File: config.mk
export PLATFORM = sky130hd
export DESIGN_NAME = mem_stage
export DESIGN_NICKNAME = d
export VERILOG_FILES = /design/src/rtl/mem_stage_pkg.sv /design/src/rtl/mem_load_align.sv /design/src/rtl/mem_stage.sv
export SDC_FILE = /design/constraint.sdc
export NUM_CORES = 1
export LEC_CHECK = 0
export ABC_CLOCK_PERIOD_IN_PS = 2900
export CORE_UTILIZATION = 48
export DETAILED_ROUTE_END_ITERATION = 6
export GPL_TIMING_DRIVEN = 0
export PLACE_DENSITY = 0.85
export SYNTH_ARGS = -nofsm -noshare
export SYNTH_HDL_FRONTEND = slang
export SYNTH_SLANG_ARGS = --single-unit
File: constraint.sdc
create_clock -name clk -period 2.9 [get_ports clk]
set_input_delay 0.29 -clock clk [delete_from_list [all_inputs] [get_ports clk]]
set_output_delay 0.29 -clock clk [all_outputs]
set_load 0.01 [all_outputs]
File: src/rtl/mem_stage_pkg.sv
// Shared definitions for the memory-access stage: access-size masks, FSM encoding
// and the alignment/legality check.
package mem_stage_pkg;

   localparam logic [3:0] MEM_B = 4'b0001;
   localparam logic [3:0] MEM_H = 4'b0011;
   localparam logic [3:0] MEM_W = 4'b1111;

   typedef enum logic [0:0] {
      StIdle,
      StBusy
   } mem_state_e;

   // True when the mask is a legal size and the byte offset is naturally aligned for it.
   function automatic logic access_ok(input logic [3:0] mask, input logic [1:0] off);
      logic ok;
      case (mask)
         MEM_B:   ok = 1'b1;
         MEM_H:   ok = ~off[0];
         MEM_W:   ok = (off == 2'b00);
         default: ok = 1'b0;
      endcase
      return ok;
   endfunction

endpackage

File: src/rtl/mem_load_align.sv
// Load data lane select and sign/zero extension; purely combinational.
module mem_load_align
   import mem_stage_pkg::*;
(
   input  logic [31:0] rdata,
   input  logic [1:0]  addr,
   input  logic [3:0]  size,
   input  logic        sext,
   output logic [31:0] result
);

   logic [31:0] shifted;

   assign shifted = rdata >> {addr, 3'b000};

   always_comb begin
      result = shifted;
      case (size)
         MEM_B:   result = {{24{sext & shifted[7]}}, shifted[7:0]};
         MEM_H:   result = {{16{sext & shifted[15]}}, shifted[15:0]};
         default: result = shifted;
      endcase
   end

endmodule

File: src/rtl/mem_stage.sv
// Memory-access stage: one outstanding req/ack data-memory transaction, load alignment
// and register-file writeback. All outputs are registered.
module mem_stage
   import mem_stage_pkg::*;
#(
   parameter int unsigned DMEM_AW = 32
) (
   input  logic               clk,
   input  logic               rst_n,
   input  logic               EX_x_rd_vld,
   input  logic [31:0]        EX_x_rd,
   input  logic [4:0]         EX_rd_idx,
   input  logic [31:0]        EX_MEMaddr,
   input  logic [3:0]         EX_MEMrden,
   input  logic               EX_MEMrden_SEXT,
   input  logic [3:0]         EX_MEMwren,
   input  logic [31:0]        EX_MEMwrdata,
   output logic               MEM_stall,
   output logic               dmem_req,
   output logic               dmem_we,
   output logic [DMEM_AW-1:0] dmem_addr,
   output logic [3:0]         dmem_be,
   output logic [31:0]        dmem_wdata,
   input  logic               dmem_ack,
   input  logic [31:0]        dmem_rdata,
   output logic               WB_x_rd_vld,
   output logic [4:0]         WB_rd_idx,
   output logic [31:0]        WB_x_rd,
   output logic               MEM_err
);

   mem_state_e state_q, state_d;

   logic               we_q, we_d;
   logic [DMEM_AW-1:0] addr_q, addr_d;
   logic [3:0]         be_q, be_d;
   logic [31:0]        wdata_q, wdata_d;
   logic [3:0]         size_q, size_d;
   logic               sext_q, sext_d;
   logic [1:0]         off_q, off_d;
   logic [4:0]         ld_idx_q, ld_idx_d;
   logic               ld_vld_q, ld_vld_d;
   logic               wb_vld_q, wb_vld_d;
   logic [4:0]         wb_idx_q, wb_idx_d;
   logic [31:0]        wb_data_q, wb_data_d;
   logic               err_q, err_d;

   logic               is_nop, is_load, is_store, op_ok;
   logic [1:0]         off;
   logic [3:0]         mask_sel;
   logic [DMEM_AW-1:0] addr_full;
   logic [31:0]        load_data;

   assign off       = EX_MEMaddr[1:0];
   assign addr_full = DMEM_AW'(EX_MEMaddr);
   assign is_nop    = (EX_MEMrden == 4'b0000) && (EX_MEMwren == 4'b0000);
   assign is_load   = (EX_MEMrden != 4'b0000) && (EX_MEMwren == 4'b0000);
   assign is_store  = (EX_MEMwren != 4'b0000) && (EX_MEMrden == 4'b0000);
   assign mask_sel  = is_load ? EX_MEMrden : EX_MEMwren;
   assign op_ok     = (is_load || is_store) && access_ok(mask_sel, off);

   mem_load_align u_load_align (
      .rdata  (dmem_rdata),
      .addr   (off_q),
      .size   (size_q),
      .sext   (sext_q),
      .result (load_data)
   );

   // FSM state register
   always_ff @(posedge clk or negedge rst_n) begin
      if (!rst_n) begin
         state_q <= StIdle;
      end else begin
         state_q <= state_d;
      end
   end

   // FSM next state
   always_comb begin
      state_d = state_q;
      unique case (state_q)
         StIdle:  if (op_ok) state_d = StBusy;
         StBusy:  if (dmem_ack) state_d = StIdle;
         default: state_d = StIdle;
      endcase
   end

   // FSM outputs; req drops together with an asynchronous reset of the state
   always_comb begin
      dmem_req  = (state_q == StBusy);
      MEM_stall = (state_q == StBusy);
   end

   always_comb begin
      we_d      = we_q;
      addr_d    = addr_q;
      be_d      = be_q;
      wdata_d   = wdata_q;
      size_d    = size_q;
      sext_d    = sext_q;
      off_d     = off_q;
      ld_idx_d  = ld_idx_q;
      ld_vld_d  = ld_vld_q;
      wb_vld_d  = 1'b0;
      wb_idx_d  = wb_idx_q;
      wb_data_d = wb_data_q;
      err_d     = 1'b0;
      if (state_q == StIdle) begin
         if (is_nop) begin
            wb_vld_d  = EX_x_rd_vld;
            wb_idx_d  = EX_rd_idx;
            wb_data_d = EX_x_rd;
         end else if (op_ok) begin
            we_d     = is_store;
            addr_d   = {addr_full[DMEM_AW-1:2], 2'b00};
            be_d     = mask_sel << off;
            wdata_d  = is_store ? (EX_MEMwrdata << {off, 3'b000}) : 32'h0;
            size_d   = mask_sel;
            sext_d   = EX_MEMrden_SEXT;
            off_d    = off;
            ld_idx_d = EX_rd_idx;
            ld_vld_d = EX_x_rd_vld;
         end else begin
            err_d = 1'b1;
         end
      end else if (dmem_ack && !we_q) begin
         wb_vld_d  = ld_vld_q;
         wb_idx_d  = ld_idx_q;
         wb_data_d = load_data;
      end
   end

   always_ff @(posedge clk or negedge rst_n) begin
      if (!rst_n) begin
         we_q      <= 1'b0;
         addr_q    <= '0;
         be_q      <= 4'b0000;
         wdata_q   <= 32'h0;
         size_q    <= 4'b0000;
         sext_q    <= 1'b0;
         off_q     <= 2'b00;
         ld_idx_q  <= 5'd0;
         ld_vld_q  <= 1'b0;
         wb_vld_q  <= 1'b0;
         wb_idx_q  <= 5'd0;
         wb_data_q <= 32'h0;
         err_q     <= 1'b0;
      end else begin
         we_q      <= we_d;
         addr_q    <= addr_d;
         be_q      <= be_d;
         wdata_q   <= wdata_d;
         size_q    <= size_d;
         sext_q    <= sext_d;
         off_q     <= off_d;
         ld_idx_q  <= ld_idx_d;
         ld_vld_q  <= ld_vld_d;
         wb_vld_q  <= wb_vld_d;
         wb_idx_q  <= wb_idx_d;
         wb_data_q <= wb_data_d;
         err_q     <= err_d;
      end
   end

   assign dmem_we     = we_q;
   assign dmem_addr   = addr_q;
   assign dmem_be     = be_q;
   assign dmem_wdata  = wdata_q;
   assign WB_x_rd_vld = wb_vld_q;
   assign WB_rd_idx   = wb_idx_q;
   assign WB_x_rd     = wb_data_q;
   assign MEM_err     = err_q;

endmodule
==> reports/metrics.sh, run 1 <==
OUTCOME='completed'
RSZ0062_AT_GRT='false'
FINAL_SETUP_VIO_COUNT=0
ANT_NETS=0
SYNTHDISTINCTLIBCELLS=42
GRT_START_MAX_NET_PINS=81
SLEW_HEADROOM=0.237
HPWL_UM=15100
WORSTREGTOREGCELLS=6
FLOORPLAN.INITIALDENSITY=0.491
SYNTH-WARNING-COUNT=0
FINAL_NETS=1037
GRT_PASS1_VIAS=6269
FF_LATCH_AREA_UM2=3000
POWER_uW=7500
CTS_SINKS=120
IOS=256
SYNTHESIS.AREA_PER_INSTANCE_UM2=10.8
SYN_AREA_UM2=6480
FILLER_CELL_COUNT=808
WORSTPATHREQUIRED_PS=3200
CLKTRANSATPATHREGS_PS=60
HOLD_PATH_CLASS='input port to asynchronous set/reset pin'
POSTROUTEWIRELENGTH_UM=21500
CRITICAL_PATH_ARRIVAL_PS=3090
MULTI_INPUT_AREA_UM2=3080
CORE.ROWCOUNT=42
FINALMAXSLEWVIOLATIONS=0
DRC_VIOLS=0
VDD_DROP_MAX_V=0.000448
PLACEMENT.IO_BUFFERS=252
NUMCTSBUFFERS=17
MAX_FREQ_GHz=0.359
SYNTH_TOP_FLOP_CELL='dfrtp_1'
CORE-AREA_UM2=13200
FFS_W_ASYNC_S_R_SYNTH=1.00
WORST_PIN_SLEW_PS=1140
SWITCHING_POWER_uW=2240
NUMBER_OF_ANTENNA_VIOLATIONS_AT_THE_FIRST_CHECK_IN_GLOBAL_ROUTING=0
CLK-INSERTION-DELAY-LATE_PS=420
POWER.COMBINATIONAL.FRACTION=0.350
SYNTH_SEQ_CELLS=120
YOSYSSEQAREASHARE=0.463
REPORT.FINAL.HOLD_VIOL_COUNT=0
FLOORPLAN.DIE_AREA_UM2=14000
PATH_COMMON_CELL='buf_12'
SYNTH-COMPOUND-AREA-SHARE=0.0964
CAP_VIOL_MAX_COUNT=0
CRITPATHKIND='input port to register'
WORST_PATH_LARGEST_CELL_DELAY_PS=550
GRT_PASS1_WL_UM=34300
SEQPWRFRAC=0.334
POWERDENSITY_nW_PER_UM2=740
DRIVE_ABOVE_1_SHARE=0.147
SYNTHESIS.INSTANCES=602
CRITPATHCAPTURETYPE='register'
CTS_BUFFER_DEPTH=2
CTS.ROOT.BUFFER_CELL='clkbuf_16'
MUX_SHARE_OF_POST_SYNTHESIS_CELL_AREA=0.258
HTREE_LEVELS=4
COUNT_OF_FLIP_FLOPS_WITH_A_BUILT_IN_ENABLE_AFTER_SYNTHESIS=0
N_ANTENNA_CELL=0
FINAL_PERIOD_MINUS_WORST_SETUP_SLACK_PS=2780
SETUP.WORST_PATH.START_CLASS='input port'
FIN_WORST_SKEW_PS=6.12
POWER_SWITCHING_SHARE=0.299
DRT_FIRST_ITER_VIOLATIONS=540
P_CLK_FRAC=0.316
FLOW.AREA_GROWTH_FROM_SYNTHESIS_PCT=56.5
INTERNAL-POWER_uW=5260
SYNTH_XOR_XNOR_AREA_SHARE=0
GP_CONGESTION=0.918
CHIPWIDTH_UM=118
DIEHEIGHT_UM=118
DOMINANT_COMBINATIONAL_CELL_FAMILY_BY_AREA_AFTER_SYNTHESIS='multiplexers'
AVGVIACOUNTPERCELL=5.44
CTS_TREE='yes'
DETAIL_ROUTE.FIRST_PASS.ITERATIONS=7
POST-ROUTE-PERIOD-UTIL=0.960
TIMING.SETUP.TNS_PS=0
CRIT_PATH_MAX_FANOUT=10
WL_PER_CELL_UM=20.0
YOSYS.AREA_SHARE.SIMPLE=0.109
WORST_PATH_CELL_CHAIN='dlygate4sd2_1 -> or4_4 -> ha_4 -> mux2_4 -> a221oi_2 -> o211ai_1 -> nor3_2 -> buf_6 -> buf_12 -> buf_12 -> buf_12 -> mux2_4'
ROUTED-VIA-COUNT=5855
LEAKAGE_uW=0.00431
WORST_PATH_MAX_DELAY_CELL='or4_4'
POST_SYNTHESIS_SHARE_OF_CELL_AREA_SPENT_ON_FULL_ADDERS_HALF_ADDERS_AND_MAJORITY_GATES=0.00579
OVERFLOW=0
GROUTE.USAGE.OVERALL=0.320
-- state kept, by name, summed over array words and instances, names as in the netlist --
| signal | count |
|---|---|
| WB_rd_idx | 5 |
| WB_x_rd | 32 |
| ld_idx_q | 5 |
| WB_x_rd_vld | 1 |
| dmem_be | 4 |
| MEM_err | 1 |
| MEM_stall | 1 |
| ld_vld_q | 1 |
| dmem_wdata | 32 |
| dmem_addr | 30 |
| off_q | 2 |
| sext_q | 1 |
| size_q | 4 |
| dmem_we | 1 |
-- power by group through the flow --
stage | logic, uW | clock network [uW] | registers [uW]
3_5_place_dp | 2570 | 0 | 2500
5_1_grt | 2800 | 2460 | 2560
6_report | 2630 | 2370 | 2500
4_1_cts | 2620 | 2390 | 2500
3_3_place_gp | 2520 | 0 | 2480
2_1_floorplan | 916 | 0 | 2680
-- cells in the mapped netlist, types with 7 or more instances --
master | instances | area, um^2
mux2_2 | 7 | 78.8
nor2b_1 | 13 | 81.3
nand2_1 | 80 | 300
clkbuf_1 | 20 | 75.1
mux2i_1 | 75 | 751
o21a_1 | 7 | 52.6
dfrtp_1 | 120 | 3000
inv_1 | 30 | 113
nand3_1 | 9 | 45.0
o21ai_0 | 56 | 280
nor2_1 | 22 | 82.6
a211oi_1 | 7 | 52.6
mux2_4 | 51 | 766
or3_1 | 17 | 106
a21oi_1 | 33 | 165
-- timing repair --
item / in CTS / in global routing
hold endpoints to repair: 40 / 0
hold buffers: 1 / 0
cloned: 2 / 0
pin swaps: 6 / 4
setup buffers: 9 / 2
setup endpoints to repair: 80 / 49
resized for setup: 17 / 1
-- critical path, delay by kind of cell --
kind,cells,cell delay [ps]
AO/OA/AOI/OAI,2,450
adder cells (fa/ha/maj),1,230
buffers and inverters,5,740
multiplexers,2,640
AND/OR/NAND/NOR,2,730
-- routing by layer --
| layer | vias to the layer above | part of all wire | global-route usage | wire [um] |
|---|---|---|---|---|
| met5 | - | 0 | 0 | 0 |
| met4 | 0 | 0.026 | 0.123 | 551 |
| met3 | 41 | 0.083 | 0.0820 | 1790 |
| met2 | 338 | 0.51 | 0.561 | 11000 |
| met1 | 2824 | 0.38 | 0.375 | 8200 |
| li1 | 2652 | - | - | - |
-- cells in the final DEF, fill, tap and decap left out, types with 3 or more instances in the layout --
cell type and instances:
inv_1 30, o21ai_0 56, nor2_1 22, clkbuf_1 21
buf_12 11, buf_1 6, buf_2 6, dfrtp_1 120
o21a_1 7, dlygate4sd2_1 6, mux2i_1 75, mux2_4 51
buf_4 9, a211oi_1 7, nand2_1 80, clkdlybuf4s50_1 243
buf_6 4, mux2_2 7, nor2b_1 13, nand3_1 9
a21oi_1 33, or3_1 17, clkinvlp_4 5, clkbuf_16 17
mux2_1 3, bufinv_16 5
-- logic make-up after synthesis --
group / count (synthesis)
flops: 120
mux: 138
other cells: 1
buf+inv: 75
simple gates: 154
compound gates: 111
fa+ha+maj: 3
-- final cells by class --
class,instances,share of cell area
Multi-Input combinational cell,408,0.304
Sequential cell,120,0.296
Inverter,30,0.0111
Clock inverter,12,0.0195
Tap cell,176,0.0217
Buffer,44,0.0300
Timing Repair Buffer,267,0.272
Clock buffer,20,0.0450
-- final timing paths --
kind	start	slack (ps)	to
max in group asynchronous	rst_n	1800	dmem_addr[30]
hold reg to reg	WB_x_rd[7]	480	WB_x_rd[7]
hold / removal	rst_n	370	ld_idx_q[2]
setup reg to reg	MEM_stall	540	WB_x_rd[14]
min in group clk	EX_MEMaddr[27]	480	dmem_addr[27]
setup / recovery	EX_MEMrden[0]	120	dmem_addr[5]
-- stage by stage --
step | area [um^2] | hold WS, ps | utilization | cells | setup slack [ps]
after detailed placement | 9250 | 237 | 0.702 | 1032 | -643
after floorplan | 6480 | -5.59 | - | 603 | 150
after global routing | 10100 | 407 | 0.769 | 1077 | 49.3
after global placement | 9230 | 466 | 0.699 | 1031 | -3060
after CTS | 10100 | 372 | 0.769 | 1076 | 21.7
final | 10100 | 366 | 0.769 | 1077 | 116
No activity file was read; power rests on OpenSTA's default activity.
==> inputs of run 2 (changes only) <==
--- a/config.mk
+++ b/config.mk
@@ -7,9 +7,10 @@
 export LEC_CHECK = 0
 export ABC_CLOCK_PERIOD_IN_PS = 2900
 export CORE_UTILIZATION = 48
+export CTS_CLUSTER_DIAMETER = 200
 export DETAILED_ROUTE_END_ITERATION = 6
-export GPL_TIMING_DRIVEN = 0
 export PLACE_DENSITY = 0.85
+export SLEW_MARGIN = 20
 export SYNTH_ARGS = -nofsm -noshare
 export SYNTH_HDL_FRONTEND = slang
 export SYNTH_SLANG_ARGS = --single-unit
==> run 2 against run 1 <==
  * Setup slack got worse by 26 ps
  * Non-clock buffer count decreased by 8
  * Fmax decreased by 0.92%
  * Via count decreased by 4.4%
  * Clock skew increased by 0.64 ps
  * Hold slack improved by 22 ps
  * Final cell count decreased by 0.74%
  * Register-to-register slack improved by 210 ps
  * First-iteration DRC count decreased by 32%
==> reports/metrics.sh, run 2 (same netlist as run 1, synthesis figures left out) <==
OUTCOME='completed'
CRIT_PATH_MAX_FANOUT=6  # -4
DRIVE_ABOVE_1_SHARE=0.170  # +0.0237
HPWL_UM=14100  # -6.6%
DP.CELLS=1028  # -0.39%
FINALMAXSLEWVIOLATIONS=0  # unchanged
FLOW.AREA_GROWTH_FROM_SYNTHESIS_PCT=55.0
FF_LATCH_AREA_UM2=3000  # about the same
CORE-AREA_UM2=13200  # unchanged
HTREE_LEVELS=4  # unchanged
FINAL_SETUP_VIO_COUNT=0  # unchanged
GRT_START_MAX_NET_PINS=60  # -26%
CTS_SINKS=120  # unchanged
PLACEMENT.IO_BUFFERS=253  # +0.40%
DRC_VIOLS=0  # unchanged
SETUP.WORST_PATH.START_CLASS='input port'
AVGVIACOUNTPERCELL=5.23  # -3.7%
CLK-INSERTION-DELAY-LATE_PS=410  # about the same
VDD_DROP_MAX_V=0.000425  # -5.3%
FINAL_PERIOD_MINUS_WORST_SETUP_SLACK_PS=2810  # +25.7 ps
FIN_WORST_SKEW_PS=6.76  # +0.641 ps
CTS_BUFFER_DEPTH=2  # unchanged
LEAKAGE_uW=0.00432  # +0.23%
CAP_VIOL_MAX_COUNT=0  # unchanged
ANT_NETS=0  # unchanged
CTS_TREE='yes'
PLACEDINSTANCEAREA_UM2=9300  # +0.51%
DIEHEIGHT_UM=118  # unchanged
WL_PER_CELL_UM=18.6  # -6.9%
FINAL_NETS=1029  # -0.77%
DP_SLACK_PS=-448  # +195 ps
IOS=256  # unchanged
CLKTRANSATPATHREGS_PS=60  # about the same
CTS.ROOT.BUFFER_CELL='clkbuf_16'
CRITICAL_PATH_ARRIVAL_PS=3100  # about the same
POSTROUTEWIRELENGTH_UM=19900  # -7.6%
FLOORPLAN.INITIALDENSITY=0.491  # unchanged
N_ANTENNA_CELL=0  # unchanged
GRT_PASS1_VIAS=5860  # -6.5%
GP_CONGESTION=0.947  # +3.2%
POWERDENSITY_nW_PER_UM2=730  # -1.3%
MOSTFREQUENTLAYOUTCELL='clkdlybuf4s50_1'
FINAL_CELL_COUNT_NO_FILL=1069  # -0.74%
GRT_PASS1_WL_UM=30700  # -10%
DETAIL_ROUTE.FIRST_PASS.ITERATIONS=5  # -2
MAX_FREQ_GHz=0.356  # -0.92%
POST-ROUTE-PERIOD-UTIL=0.969  # +0.00887
DRT_FIRST_ITER_VIOLATIONS=366  # -32%
WORST_PIN_SLEW_PS=583  # -553 ps
NUMBER_OF_ANTENNA_VIOLATIONS_AT_THE_FIRST_CHECK_IN_GLOBAL_ROUTING=0  # unchanged
NUMCTSBUFFERS=17  # unchanged
MOST-COMMON-LAYOUT-CELLS='clkdlybuf4s50_1 (248), dfrtp_1 (119), nand2_1 (80)'
CHIPWIDTH_UM=118  # unchanged
CRITPATHKIND='input port to register'
ROUTED-VIA-COUNT=5596  # -4.4%
HOLD_PATH_CLASS='input port to asynchronous set/reset pin'
FF2FF_SETUP_SLACK_PS=750  # +210 ps
RSZ0062_AT_GRT='false'
FILLER_CELL_COUNT=830  # +2.7%
FLOORPLAN.DIE_AREA_UM2=14000  # unchanged
WORST_HOLD_SLACK_PS=388  # +21.9 ps
SLEW_HEADROOM=0.611  # +0.375
POST-ROUTE-UTIL=0.761  # -0.00749
REPORT.FINAL.HOLD_VIOL_COUNT=0  # unchanged
MULTI_INPUT_AREA_UM2=3100  # +0.41%
CORE.ROWCOUNT=42  # unchanged
GROUTE.USAGE.OVERALL=0.286  # -0.0346
OVERFLOW=0  # unchanged
WORSTPATHREQUIRED_PS=3190  # about the same
FINAL_CELL_AREA_UM2=10000  # -0.98%
POST_ROUTE_SETUP_SLACK_PS=90.0  # -25.7 ps
CRITPATHCAPTURETYPE='register'
-- run 2: timing repair --
action / in CTS / in global routing
hold buffers: 1 / 0
pin swaps: 1 / 4
gates cloned: 0 / 0
setup buffers: 0 / 8
hold endpoints to repair: 31 / 0
endpoints found under the setup margin: 18 / 59
resized for setup: 2 / 10
-- run 2: metrics by stage --
stage	power, uW	setup TNS (ps)
2_1_floorplan	3600	0
3_3_place_gp	5010	-22740
3_5_place_dp	5100	-28990
4_1_cts	7340	0
5_1_grt	7660	0
6_report	7330	0
-- run 2: path summary, 6_finish.rpt --
kind	endpoint	from	cells after the start
worst max-delay path	dmem_addr[30]	EX_MEMrden[1]	11
worst min-delay path	WB_x_rd[0]	rst_n	2
worst max register to register	WB_x_rd[15]	MEM_stall	5
worst min register to register	WB_rd_idx[1]	WB_rd_idx[1]	2
max in group asynchronous	MEM_stall	rst_n	3
min in group clk	WB_rd_idx[1]	WB_rd_idx[1]	2
-- run 2: area by class of cell --
class | instances | share of cell area
well taps | 176 | 0.0219
flip-flops and latches | 120 | 0.299
multi-input cells | 408 | 0.308
inverters | 30 | 0.0112
clock buffers | 18 | 0.0437
clock inverters | 14 | 0.0174
repair buffers | 303 | 0.298
-- run 2: power by group --
part           total (uW)  switching, uW  internal (uW)
registers            2540            350           2190
logic                2600           1090           1510
clock network        2190            807           1380
-- run 2: per-layer routing --
metal,track usage,up-vias,part of all wire
met3,0.0714,41,0.072
li1,-,2618,-
met1,0.349,2668,0.40
met2,0.484,269,0.49
met5,0,-,0
met4,0.114,0,0.030
-- run 2: worst max-delay path, stage by stage --
cell and delay [ps]:
clkdlybuf4s50_1 440, or4_4 470, ha_4 190, mux2_4 310
a221oi_2 240, o211ai_1 190, nor3_4 260, buf_12 150
buf_4 150, buf_4 120, mux2_1 310
